## config.mk

```make
export PLATFORM = sky130hd
export DESIGN_NAME = audio_record_ctrl
export DESIGN_NICKNAME = d
export VERILOG_FILES = /design/src/rtl/audio_pkg.sv /design/src/rtl/i2s_rx_shift.sv /design/src/rtl/audio_record_ctrl.sv
export SDC_FILE = /design/constraint.sdc
export NUM_CORES = 1
export LEC_CHECK = 0
export ABC_AREA = 1
export BUFFER_PORTS_ARGS = -buffer_cell sky130_fd_sc_hd__clkbuf_2
export CELL_PAD_IN_SITES_DETAIL_PLACEMENT = 1
export CELL_PAD_IN_SITES_GLOBAL_PLACEMENT = 1
export CORE_MARGIN = 5
export CORE_UTILIZATION = 40
export CTS_CLUSTER_DIAMETER = 150
export DETAILED_ROUTE_END_ITERATION = 8
export GPL_ROUTABILITY_DRIVEN = 0
export GPL_TIMING_DRIVEN = 0
export PLACE_DENSITY = 0.82
export REMOVE_ABC_BUFFERS = 1
export SYNTH_ARGS = -nofsm -noshare
export SYNTH_HDL_FRONTEND = slang
export SYNTH_SLANG_ARGS = --single-unit
export TNS_END_PERCENT = 10
```

## constraint.sdc

```tcl
create_clock -name i_clk -period 2.25 [get_ports i_clk]
set_clock_uncertainty 0.2 [all_clocks]
set_input_delay 0 -clock i_clk [delete_from_list [all_inputs] [get_ports i_clk]]
set_output_delay 0 -clock i_clk [all_outputs]
set_load 0.005 [all_outputs]
```

## src/rtl/audio_pkg.sv

```systemverilog
// Shared types and encodings for the record-side capture path.
package audio_pkg;

    typedef enum logic [2:0] {
        S_IDLE,
        S_ARM,
        S_SHIFT,
        S_STORE,
        S_PAUSE
    } rec_state_e;

    localparam logic [1:0] REC_IDLE  = 2'd0;
    localparam logic [1:0] REC_REC   = 2'd1;
    localparam logic [1:0] REC_PAUSE = 2'd2;

    // Bit clocks between the LR clock fall and the sample MSB.
    localparam int unsigned I2S_DELAY = 1;

    function automatic logic [1:0] state_code(input rec_state_e s);
        case (s)
            S_IDLE:  return REC_IDLE;
            S_PAUSE: return REC_PAUSE;
            default: return REC_REC;
        endcase
    endfunction

endpackage

```

## src/rtl/i2s_rx_shift.sv

```systemverilog
// I2S left-channel deserialiser: detects the LR clock fall, tracks the bit
// position within the left half-frame and assembles one MSB-first word.
module i2s_rx_shift
    import audio_pkg::*;
#(
    parameter int unsigned DATA_W = 16
) (
    input  logic              i_clk,
    input  logic              i_rst,
    input  logic              i_lrc,
    input  logic              i_adc_dat,
    output logic              frame_start,
    output logic              word_done,
    output logic [DATA_W-1:0] word
);

    localparam int unsigned POS_LAST = I2S_DELAY + DATA_W - 1;
    localparam int unsigned POS_W    = $clog2(POS_LAST + 2);

    logic                lrc_prev_q;
    logic [POS_W-1:0]    pos_q;
    logic [DATA_W-2:0]   shift_q;
    logic                in_window;

    assign frame_start = lrc_prev_q & ~i_lrc;

    // pos_q is the bit-clock index since the last fall; the fall cycle itself is
    // the delay slot and is never shifted. A fresh fall restarts the word.
    assign in_window = !frame_start
                       && (pos_q >= POS_W'(I2S_DELAY))
                       && (pos_q <= POS_W'(POS_LAST));
    assign word_done = in_window && (pos_q == POS_W'(POS_LAST));

    // Only DATA_W-1 bits are held; the final bit joins combinationally.
    assign word = {shift_q, i_adc_dat};

    always_ff @(posedge i_clk) begin
        if (i_rst) begin
            lrc_prev_q <= 1'b0;
            pos_q      <= '0;
            shift_q    <= '0;
        end else begin
            lrc_prev_q <= i_lrc;
            if (frame_start) begin
                pos_q <= POS_W'(1);
            end else if (pos_q <= POS_W'(POS_LAST)) begin
                pos_q <= pos_q + POS_W'(1);
            end
            if (in_window) begin
                shift_q <= word[DATA_W-2:0];
            end
        end
    end

endmodule

```

## src/rtl/audio_record_ctrl.sv

```systemverilog
// Record-side controller: captures I2S left samples and drives the SRAM
// communicator write interface under record/pause/resume/stop control.
module audio_record_ctrl
    import audio_pkg::*;
#(
    parameter int unsigned DATA_W     = 16,
    parameter int unsigned SAMPLE_DIV = 1,
    parameter int unsigned CNT_W      = 20
) (
    input  logic              i_clk,
    input  logic              i_rst,
    input  logic              i_start,
    input  logic              i_pause,
    input  logic              i_stop,
    input  logic              i_full,
    input  logic              i_lrc,
    input  logic              i_adc_dat,
    output logic              o_write,
    output logic              o_sram_start,
    output logic              o_sram_reset,
    output logic [DATA_W-1:0] o_sram_data,
    output logic [1:0]        o_state,
    output logic [CNT_W-1:0]  o_sample_cnt
);

    localparam int unsigned DIV_W = 4;

    rec_state_e         state_q, state_d;
    logic               sram_reset_q, sram_reset_d;
    logic [DATA_W-1:0]  data_q;
    logic [CNT_W-1:0]   cnt_q;
    logic [DIV_W-1:0]   div_q, div_next;

    logic               frame_start;
    logic               word_done;
    logic [DATA_W-1:0]  word;

    logic               load_data;
    logic               sram_start;
    logic               clr_cnt;
    logic               div_adv;

    i2s_rx_shift #(
        .DATA_W (DATA_W)
    ) u_rx (
        .i_clk       (i_clk),
        .i_rst       (i_rst),
        .i_lrc       (i_lrc),
        .i_adc_dat   (i_adc_dat),
        .frame_start (frame_start),
        .word_done   (word_done),
        .word        (word)
    );

    assign div_next = (div_q == DIV_W'(SAMPLE_DIV - 1)) ? '0 : div_q + DIV_W'(1);

    // Commands resolve stop > full > pause > start; any abort also drops the
    // strobe that a coincident S_STORE would otherwise issue.
    always_comb begin
        state_d      = state_q;
        sram_reset_d = 1'b0;
        load_data    = 1'b0;
        sram_start   = 1'b0;
        clr_cnt      = 1'b0;
        div_adv      = 1'b0;
        if (state_q == S_IDLE) begin
            if (!i_stop && !i_full && !i_pause && i_start) begin
                state_d      = S_ARM;
                sram_reset_d = 1'b1;
                clr_cnt      = 1'b1;
            end
        end else if (i_stop || i_full) begin
            state_d = S_IDLE;
        end else if (i_pause) begin
            state_d = S_PAUSE;
        end else begin
            unique case (state_q)
                S_ARM: begin
                    if (frame_start) begin
                        state_d = S_SHIFT;
                    end
                end
                S_SHIFT: begin
                    if (word_done) begin
                        state_d   = S_STORE;
                        load_data = 1'b1;
                    end
                end
                S_STORE: begin
                    sram_start = (div_q == '0);
                    div_adv    = 1'b1;
                    state_d    = S_ARM;
                end
                S_PAUSE: begin
                    if (i_start) begin
                        state_d = S_ARM;
                    end
                end
                default: state_d = S_IDLE;
            endcase
        end
    end

    always_ff @(posedge i_clk) begin
        if (i_rst) begin
            state_q      <= S_IDLE;
            sram_reset_q <= 1'b0;
            data_q       <= '0;
            cnt_q        <= '0;
            div_q        <= '0;
        end else begin
            state_q      <= state_d;
            sram_reset_q <= sram_reset_d;
            if (load_data) begin
                data_q <= word;
            end
            if (clr_cnt) begin
                cnt_q <= '0;
                div_q <= '0;
            end else begin
                if (sram_start && (cnt_q != '1)) begin
                    cnt_q <= cnt_q + CNT_W'(1);
                end
                if (div_adv) begin
                    div_q <= div_next;
                end
            end
        end
    end

    assign o_write      = (state_q != S_IDLE);
    assign o_sram_start = sram_start;
    assign o_sram_reset = sram_reset_q;
    assign o_sram_data  = data_q;
    assign o_state      = state_code(state_q);
    assign o_sample_cnt = cnt_q;

endmodule

```

* After elaboration in Yosys (flattened, before gate mapping)
Cells that the tools add are included.
** Cells by class
- Equality and inequality tests :: 10
- Multiplexer cells :: 27
- Reduce and logical (&&, ||, !) cells :: 19
- Bitwise logic cells :: 2
- $add $sub $neg :: 3
- $lt $le $gt $ge :: 2
** Operators by type and width (count)
- 3-bit two-way mux :: 7
- 20-bit by 1-bit adder with 20-bit output (second input constant) :: 1
- 20-bit inequality test (second input constant) :: 1
- 1-bit two-way mux :: 17
- 3-bit one-hot mux with 4 select lines :: 1
- 5-bit by 4-bit inequality test with 1-bit output (second input constant) :: 2
- 1-bit logical AND :: 7
- 3-bit by 2-bit == test with 1-bit output (second input constant) :: 2
- 5-bit by 1-bit adder with 5-bit output (second input constant) :: 1
- 5-bit == test (second input constant) :: 1
- 5-bit by 1-bit greater-or-equal comparator with 1-bit output (second input constant) :: 1
- 5-bit less-or-equal comparator (second input constant) :: 1
- 5-bit inequality test (second input constant) :: 1
- 4-bit by 1-bit adder with 4-bit output (second input constant) :: 1
- 1-bit logical NOT :: 4
- 4-bit logical NOT :: 1
- 4-bit two-way mux :: 1
- 2-bit one-hot mux with 2 select lines :: 1
- 4-bit AND reduction :: 1
- 2-bit OR reduction :: 2
- 3-bit by 1-bit == test with 1-bit output (second input constant) :: 1
- 3-bit == test (second input constant) :: 1
- 3-bit logical NOT :: 1
- 3-bit nonzero test :: 1
- other kinds (5) :: 5
** Word-level totals
- Bits of input ports :: 8
- Output and inout bits :: 41
- Word-level logic and storage cells :: 72
- Bits in registers :: 65

* Longest topological paths before layout
Gate-level depths: netlist of the first run.
- Depth after elaboration :: 11
- Depth in mapped cells :: 11

* Modules after synthesis
From an unflattened synthesis of the first run, not the netlist that was laid out.
** Unflattened totals
- Cell total of the unflattened synthesis :: 499
- Area, all modules :: 3370.7 sq um
** Modules (own cells, without submodules)
- audio_record_ctrl :: times used 1, area an instance 2317.2 sq um, cells each 342
- i2s_rx_shift :: times used 1, area an instance 1053.5 sq um, cells each 157

* Worst setup path after synthesis of the first run
No wires, ideal clock.
- Path kind :: reg2reg
- From :: register cnt_q[0], in the netlist o_sample_cnt[0]
- To :: register cnt_q[5], in the netlist o_sample_cnt[5]
- Setup time :: 0.120 ns
- Arrival time :: 1.492 ns
- Path slack :: 0.438 ns
- Path buffers :: 1
- Cell stages (with the launch flop) :: 12
- Required time :: 1.930 ns
- Cell sequence :: dfxtp_1 > ha_1 > inv_1 > nor2_2 > nand2_2 > nor2_1 > nand2_1 > nand2_4 > inv_2 > buf_6 > nand2_1 > a21oi_1
** On the way
- Longest elaborated chain between the ends :: 2
- Elaborated cells between the ends (all ways) :: 3
** RTL lines
- from (decl) :: line audio_record_ctrl.sv:31 : logic [CNT_W-1:0] cnt_q;
- from (signal assigned) :: line audio_record_ctrl.sv:122 : cnt_q <= cnt_q + CNT_W'(1);
- parallel branches: the longest is 2 deep, another holds 20-bit by 1-bit adder with 20-bit output
Parallel ways; which one is timed is not known.
A chain may end at the register's enable or synchronous reset.

* Worst setup path after layout of the first run
- From :: register cnt_q[0], in the netlist o_sample_cnt[0]
- To :: register cnt_q[13], in the netlist o_sample_cnt[13]
Same word-level chain as after synthesis.

==> metrics.txt, run 1 <==
Top cell by count, worst path nand2_1; Iter 0 DRT Violations 59; detailed placement HPWL 5403 um; # nets final between 500 and 600; critical path's slowest cell dfxtp_1; Clock Sinks between 60 and 70; Clock Path Buffers 2; worst setup path class reg2reg; status finished, final reports clean; Critical Path Start Type flip-flop; Max FO, Critical Path 19; library cells used by synthesis 26; CTS H-tree depth 3; CP Capture Type flip-flop; Slew Viols, Final 0; worst-path cell chain ha_2, inv_1, nor2_2, nand2_2, nor2_1, nand2_1, nand2_4, inv_2, nand2_1, a21oi_2; residual DRC count 0; Gate Count Post-Synth 456; Syn Std Cell Area 3115 um2; Die W 98.26 um; worst vdd ir between 300 and 400 uV; Worst path max stage delay roughly 0.4 ns; Main synth FF type dfxtp_1; initial antenna violation count 0; register share of total power approximately 47%; Worst EP arrival 2.10 ns; Vias between 3000 and 4000; layout cells sized above 1 16.25%; final-report setup violation count 0; antenna-violating nets left 0; clk slew on worst S/H paths 0.08 ns; Ys Warns 0; DR vias/cell 4.863; Internal 1.907 mW; post-synthesis average cell area 6.832 um2; CTS tree built; Antenna Cells 0; EDFF count, synth 0; Worst-Skew Late Latency 0.34 ns; Final min period 2.094 ns; Starting Density about two fifths; first-pass GRT wire length between 10000 and 15000 um; Pleak 1.586 nW; core area 7647 um2; switching portion of total power 28.41%; number of I/O pins 49; vias in the first global route 3070; combinational share of power 14.9%; Area Overhead vs Synth 20.76%; Seq/Total Area, Yosys 41.77%; Psw 0.7567 mW; CTS buffer count 9; unrepaired setup endpoints after global routing yes; Placed Cells incl. Taps 594; max cap viols 0; Slew @ Worst Pin 0.8770 ns; min-delay worst type in2reg; DR WL/cell 12.49 um; DR pass1 iterations 4; grt ovf 0; final wirelength 7730 um; IO Port Bufs 48; final hold violations 0; Finished Layout Cells 619; Total Routing Usage GR 16.55%; Synth Register Bits 65; PD cells 708.0 nW/um2; Relative slew margins 41.47%; clock share of power 38.1%; Die Y-Extent about 100 um; Power, Total 2.664 mW; pin count of the biggest net entering global routing 34; Cell Rows 32; maximum clock rate 0.4777 GHz; setup TNS 0 ns; fin crit share between 90% and 100%; final core utilization 49.20%; async set-or-reset flop fraction in the synthesized netlist 0%; CTS root buffer clkbuf_8; full die area approximately 9700 um2; Critical Path RT between 2 and 2.5 ns
## path summary, 6_finish.rpt
path	endpoint	slack, ns	cells after the start	startpoint
hold reg to reg	u_rx.shift_q[14]	0.26	2	u_rx.shift_q[14]
setup reg to reg	o_sample_cnt[13]	0.16	10	o_sample_cnt[0]
setup / recovery	o_sample_cnt[13]	0.16	10	o_sample_cnt[0]
hold / removal	state_q[2]	0.01	6	i_full
## cell usage in the layout (no fill, tap or decap)
cell / instances
dfxtp_1: 65
nand4_1: 7
o21ai_0: 19
nor2_1: 73
nor3_1: 2
nand2_2: 4
buf_8: 1
nor3_4: 1
clkbuf_1: 1
clkbuf_8: 11
nand3_1: 21
ha_2: 1
o21ai_1: 1
buf_12: 2
nand2_1: 121
nor2_2: 2
a21oi_2: 4
buf_4: 1
nand3_4: 1
ha_1: 5
a211oi_1: 2
xor2_1: 6
clkinv_2: 2
bufinv_16: 1
nand2_4: 1
a21oi_1: 39
inv_1: 54
dlygate4sd3_1: 7
nor2_4: 2
inv_2: 2
xnor2_1: 10
clkbuf_2: 48
## Yosys cell counts, types with 2 or more instances
| cell | number | area share, % |
|---|---|---|
| nand2_1 | 122 | 15 |
| nor2_1 | 73 | 8.8 |
| dfxtp_1 | 65 | 42 |
| inv_1 | 54 | 6.5 |
| a21oi_1 | 39 | 6.3 |
| nand3_1 | 22 | 3.5 |
| o21ai_0 | 19 | 3.1 |
| xnor2_1 | 10 | 2.8 |
| nand4_1 | 7 | 1.4 |
| ha_1 | 6 | 2.4 |
| xor2_1 | 6 | 1.7 |
| clkbuf_1 | 5 | 0.60 |
| a21oi_2 | 4 | 1.1 |
| buf_2 | 4 | 0.64 |
| nand2_2 | 3 | 0.60 |
| a211oi_1 | 2 | 0.48 |
| buf_6 | 2 | 0.72 |
| inv_2 | 2 | 0.24 |
| nor2_2 | 2 | 0.40 |
| nor2_4 | 2 | 0.72 |
| nor3_1 | 2 | 0.32 |
## metrics by stage
stage                     setup slack [ns]  area, um2  hold slack (ns)
final                               0.1564       3762          0.01208
after global routing              -0.03267       3762          0.06718
after CTS                        -0.006185       3705          0.01642
after detailed placement           -0.2886       3432          0.03124
after global placement             -0.6839       3411          0.02764
after floorplan                   -0.01767       3043          -0.1309
## worst max-delay path, delay by kind of cell (launching register included)
kind                     cells  cell delay (ns)
flip-flops                   1             0.40
AO/OA/AOI/OAI                1             0.05
buffers and inverters        2             0.25
adder cells (fa/ha/maj)      1             0.26
AND/OR/NAND/NOR              6             0.80
## layer usage
metal | part of all wire [%] | track usage, % | routed length, um
met4 | 1.4 | 5.357 | 108
met2 | 51 | 30.52 | 3912
met3 | 3.1 | 3.143 | 237
met1 | 45 | 19.15 | 3472
met5 | 0 | 0 | 0
## final cells by class
class	instances	area, um2
multi-input cells	322	1555
clock inverters	3	40.04
flip-flops and latches	65	1301
well taps	102	127.6
repair buffers	59	372.9
fillers	1018	3885
clock buffers	12	155.1
inverters	56	210.2
## logic make-up (layout without fill, tap and decap cells)
| logic type | Yosys count | in the layout | synth area share (%) |
|---|---|---|---|
| adder cells (fa/ha/maj) | 6 | 6 | 2.410 |
| flip-flops | 65 | 65 | 41.77 |
| XOR/XNOR | 16 | 16 | 4.498 |
| buffers and inverters | 69 | 130 | 9.076 |
| AO/OA/AOI/OAI | 65 | 65 | 11.08 |
| AND/OR/NAND/NOR | 235 | 235 | 31.16 |
## sequential cells by signal (all words and copies together), names as in the netlist
register	cells
o_sram_data	16
u_rx.pos_q	5
o_sample_cnt	20
state_q	3
div_q	4
u_rx.lrc_prev_q	1
u_rx.shift_q	15
o_sram_reset	1
## power by group through the flow
stage                     Clock (mW)  Combinational, mW  Sequential, mW
after global routing            1.08              0.458            1.26
after floorplan                    0              0.266            1.27
after global placement             0              0.360            1.27
after detailed placement           0              0.385            1.28
final                           1.02              0.397            1.25
after CTS                       1.05              0.399            1.25
## timing repair
| action | in CTS | in global routing |
|---|---|---|
| endpoints found under the hold margin | 13 | 0 |
| pin swaps | 0 | 2 |
| endpoints found under the setup margin | 16 | 47 |
| resized for setup | 2 | 2 |
| setup buffers | 0 | 3 |
| hold buffers | 7 | 0 |
No activity file was read; power rests on OpenSTA's default activity.
==> run 2, diff against run 1 <==
--- a/config.mk
+++ b/config.mk
@@ -15,7 +15,7 @@
 export DETAILED_ROUTE_END_ITERATION = 8
 export GPL_ROUTABILITY_DRIVEN = 0
 export GPL_TIMING_DRIVEN = 0
-export PLACE_DENSITY = 0.82
+export PLACE_DENSITY = 0.76
 export REMOVE_ABC_BUFFERS = 1
 export SYNTH_ARGS = -nofsm -noshare
 export SYNTH_HDL_FRONTEND = slang
==> run 2 against run 1 <==
Compared with the run above:
- global-route usage up 0.30 points
- critical path depth unchanged
- fmax down 2.0%
- clock power down 14%
- sequential share of layout area up 0.36 points
==> metrics.txt, run 2 (synthesis gave the netlist of run 1 again) <==
status finished, final reports clean; min-delay worst type in2reg; Clock Path Buffers 2 (unchanged); Starting Density 40.74% (unchanged); Finished Layout Cells 619 (unchanged); commonest non-fill, non-tap cell in the layout nand2_1; Slew @ Worst Pin 0.5323 ns (-0.3447 ns); Die Y-Extent 98.26 um (unchanged); Slew Viols, Final 0 (unchanged); CTS root buffer clkbuf_8; Worst EP arrival 2.15 ns (+0.05 ns); Worst-Skew Late Latency 0.34 ns (about the same); clock share of power 34.7% (-3.4 points); Post-CTS Setup Bufs 0 (unchanged); vias in the first global route 3059 (-0.36%); CTS H-tree depth 3 (unchanged); maximum clock rate 0.4680 GHz (-2.0%); unrepaired setup endpoints after global routing yes; PD cells 678.4 nW/um2 (-4.2%); final core utilization 48.74% (-0.46 points); Relative slew margins 64.44% (+23 points); grt ovf 0 (unchanged); Iter 0 DRT Violations 33 (-44%); Pleak 1.560 nW (-1.7%); CTS tree built; layout cells sized above 1 16.44% (+0.19 points); final hold violations 0 (unchanged); Critical Path RT 2.26 ns (about the same); antenna-violating nets left 0 (unchanged); Max FO, Critical Path 19 (unchanged); Vias 2959 (-1.7%); combinational share of power 15.8% (+0.9 points); switching portion of total power 29.84% (+1.4 points); Internal 1.774 mW (-7.0%); Placed Cells incl. Taps 594 (unchanged); Die W 98.26 um (unchanged); setup TNS 0 ns (unchanged); DR vias/cell 4.780 (-1.7%); Antenna Cells 0 (unchanged); Area Overhead vs Synth 19.64%; residual DRC count 0 (unchanged); most frequent cells in the layout nand2_1 (121), nor2_1 (72), dfxtp_1 (64); max reg flops 20 (unchanged); core area 7647 um2 (unchanged); # nets final 526 (-0.19%); IO Port Bufs 48 (unchanged); Power, Total 2.528 mW (-5.1%); DR WL/cell 12.43 um (-0.43%); initial antenna violation count 0 (unchanged); CP Capture Type flip-flop; Cell Rows 32 (unchanged); Critical Path Start Type flip-flop; Total Routing Usage GR 16.85% (+0.30 points); register share of total power 49.5% (+2.5 points); worst vdd ir 340.0 uV (-1.1%); FILL cells 1024 (+0.59%); number of I/O pins 49 (unchanged); worst setup path class reg2reg; max cap viols 0 (unchanged); clk slew on worst S/H paths 0.07 ns (about the same); DR pass1 iterations 4 (unchanged); fin crit share 94.97% (+1.9 points); final-report setup violation count 0 (unchanged); final wirelength 7697 um (-0.43%); pin count of the biggest net entering global routing 34 (unchanged); full die area 9654 um2 (unchanged); Setup WS pre-CTS -0.3316 ns (-0.04308 ns); first-pass GRT wire length 13650 um (+2.1%); CTS buffer count 9 (unchanged); Clock Sinks 65 (unchanged); final worst slack 0.1132 ns (-0.04323 ns); Psw 0.7546 mW (-0.28%); detailed placement HPWL 5393 um (-0.18%); Final min period 2.137 ns (+0.04323 ns)
## run 2: worst max-delay path, cell delays in order (launching register included)
cell	delay (ns)
dfxtp_1	0.41
ha_2	0.26
inv_1	0.06
nor2_2	0.13
nand2_2	0.09
nor2_1	0.14
nand2_1	0.11
nand2_4	0.23
inv_2	0.20
nand2_1	0.13
a21oi_2	0.06
## run 2: repair_timing
item                                    4_1_cts  5_1_grt
hold buffers                                  9        0
resized for setup                             2        7
hold endpoints to repair                     13        0
endpoints found under the setup margin       18       45
pin swaps                                     0        1
## run 2: power by group through the flow
stage          Sequential, mW  Combinational [mW]  Clock [mW]
3_5_place_dp             1.28               0.383           0
6_report                 1.25               0.400       0.878
2_1_floorplan            1.27               0.266           0
5_1_grt                  1.26               0.469       0.972
4_1_cts                  1.25               0.400       0.919
3_3_place_gp             1.27               0.360           0
## run 2: area by class of cell
cell class | count | area [um2] | share of cell area, %
clock inverters | 5 | 31.28 | 0.8392
inverters | 56 | 214.0 | 5.740
well taps | 102 | 127.6 | 3.424
multi-input cells | 322 | 1563 | 41.93
repair buffers | 58 | 347.8 | 9.332
flip-flops and latches | 65 | 1303 | 34.94
clock buffers | 11 | 141.4 | 3.793
## run 2: per-stage QoR
| stage | instance area, um2 | hold WS, ns |
|---|---|---|
| floorplan | 3043 | -0.1309 |
| finish | 3727 | 0.06252 |
| global route | 3727 | 0.1103 |
| detailed placement | 3432 | 0.03559 |
| CTS | 3702 | 0.006495 |
| global placement | 3411 | 0.02400 |
## run 2: worst paths after layout
| kind | startpoint | endpoint | slack [ns] | cells past startpoint |
|---|---|---|---|---|
| setup reg to reg | o_sample_cnt[0] | o_sample_cnt[19] | 0.11 | 10 |
| hold reg to reg | u_rx.shift_q[14] | u_rx.shift_q[14] | 0.26 | 2 |
| hold / removal | i_stop | o_sram_reset | 0.06 | 6 |
| setup / recovery | o_sample_cnt[0] | o_sample_cnt[19] | 0.11 | 10 |
## run 2: metal layers
| metal | global-route usage (%) | up-vias | share of wire (%) |
|---|---|---|---|
| met1 | 20.39 | 1372 | 45 |
| met3 | 3.714 | 10 | 3.8 |
| met2 | 29.16 | 43 | 49 |
| li1 | - | 1534 | - |
| met5 | 0 | - | 0 |
| met4 | 6.408 | 0 | 1.5 |
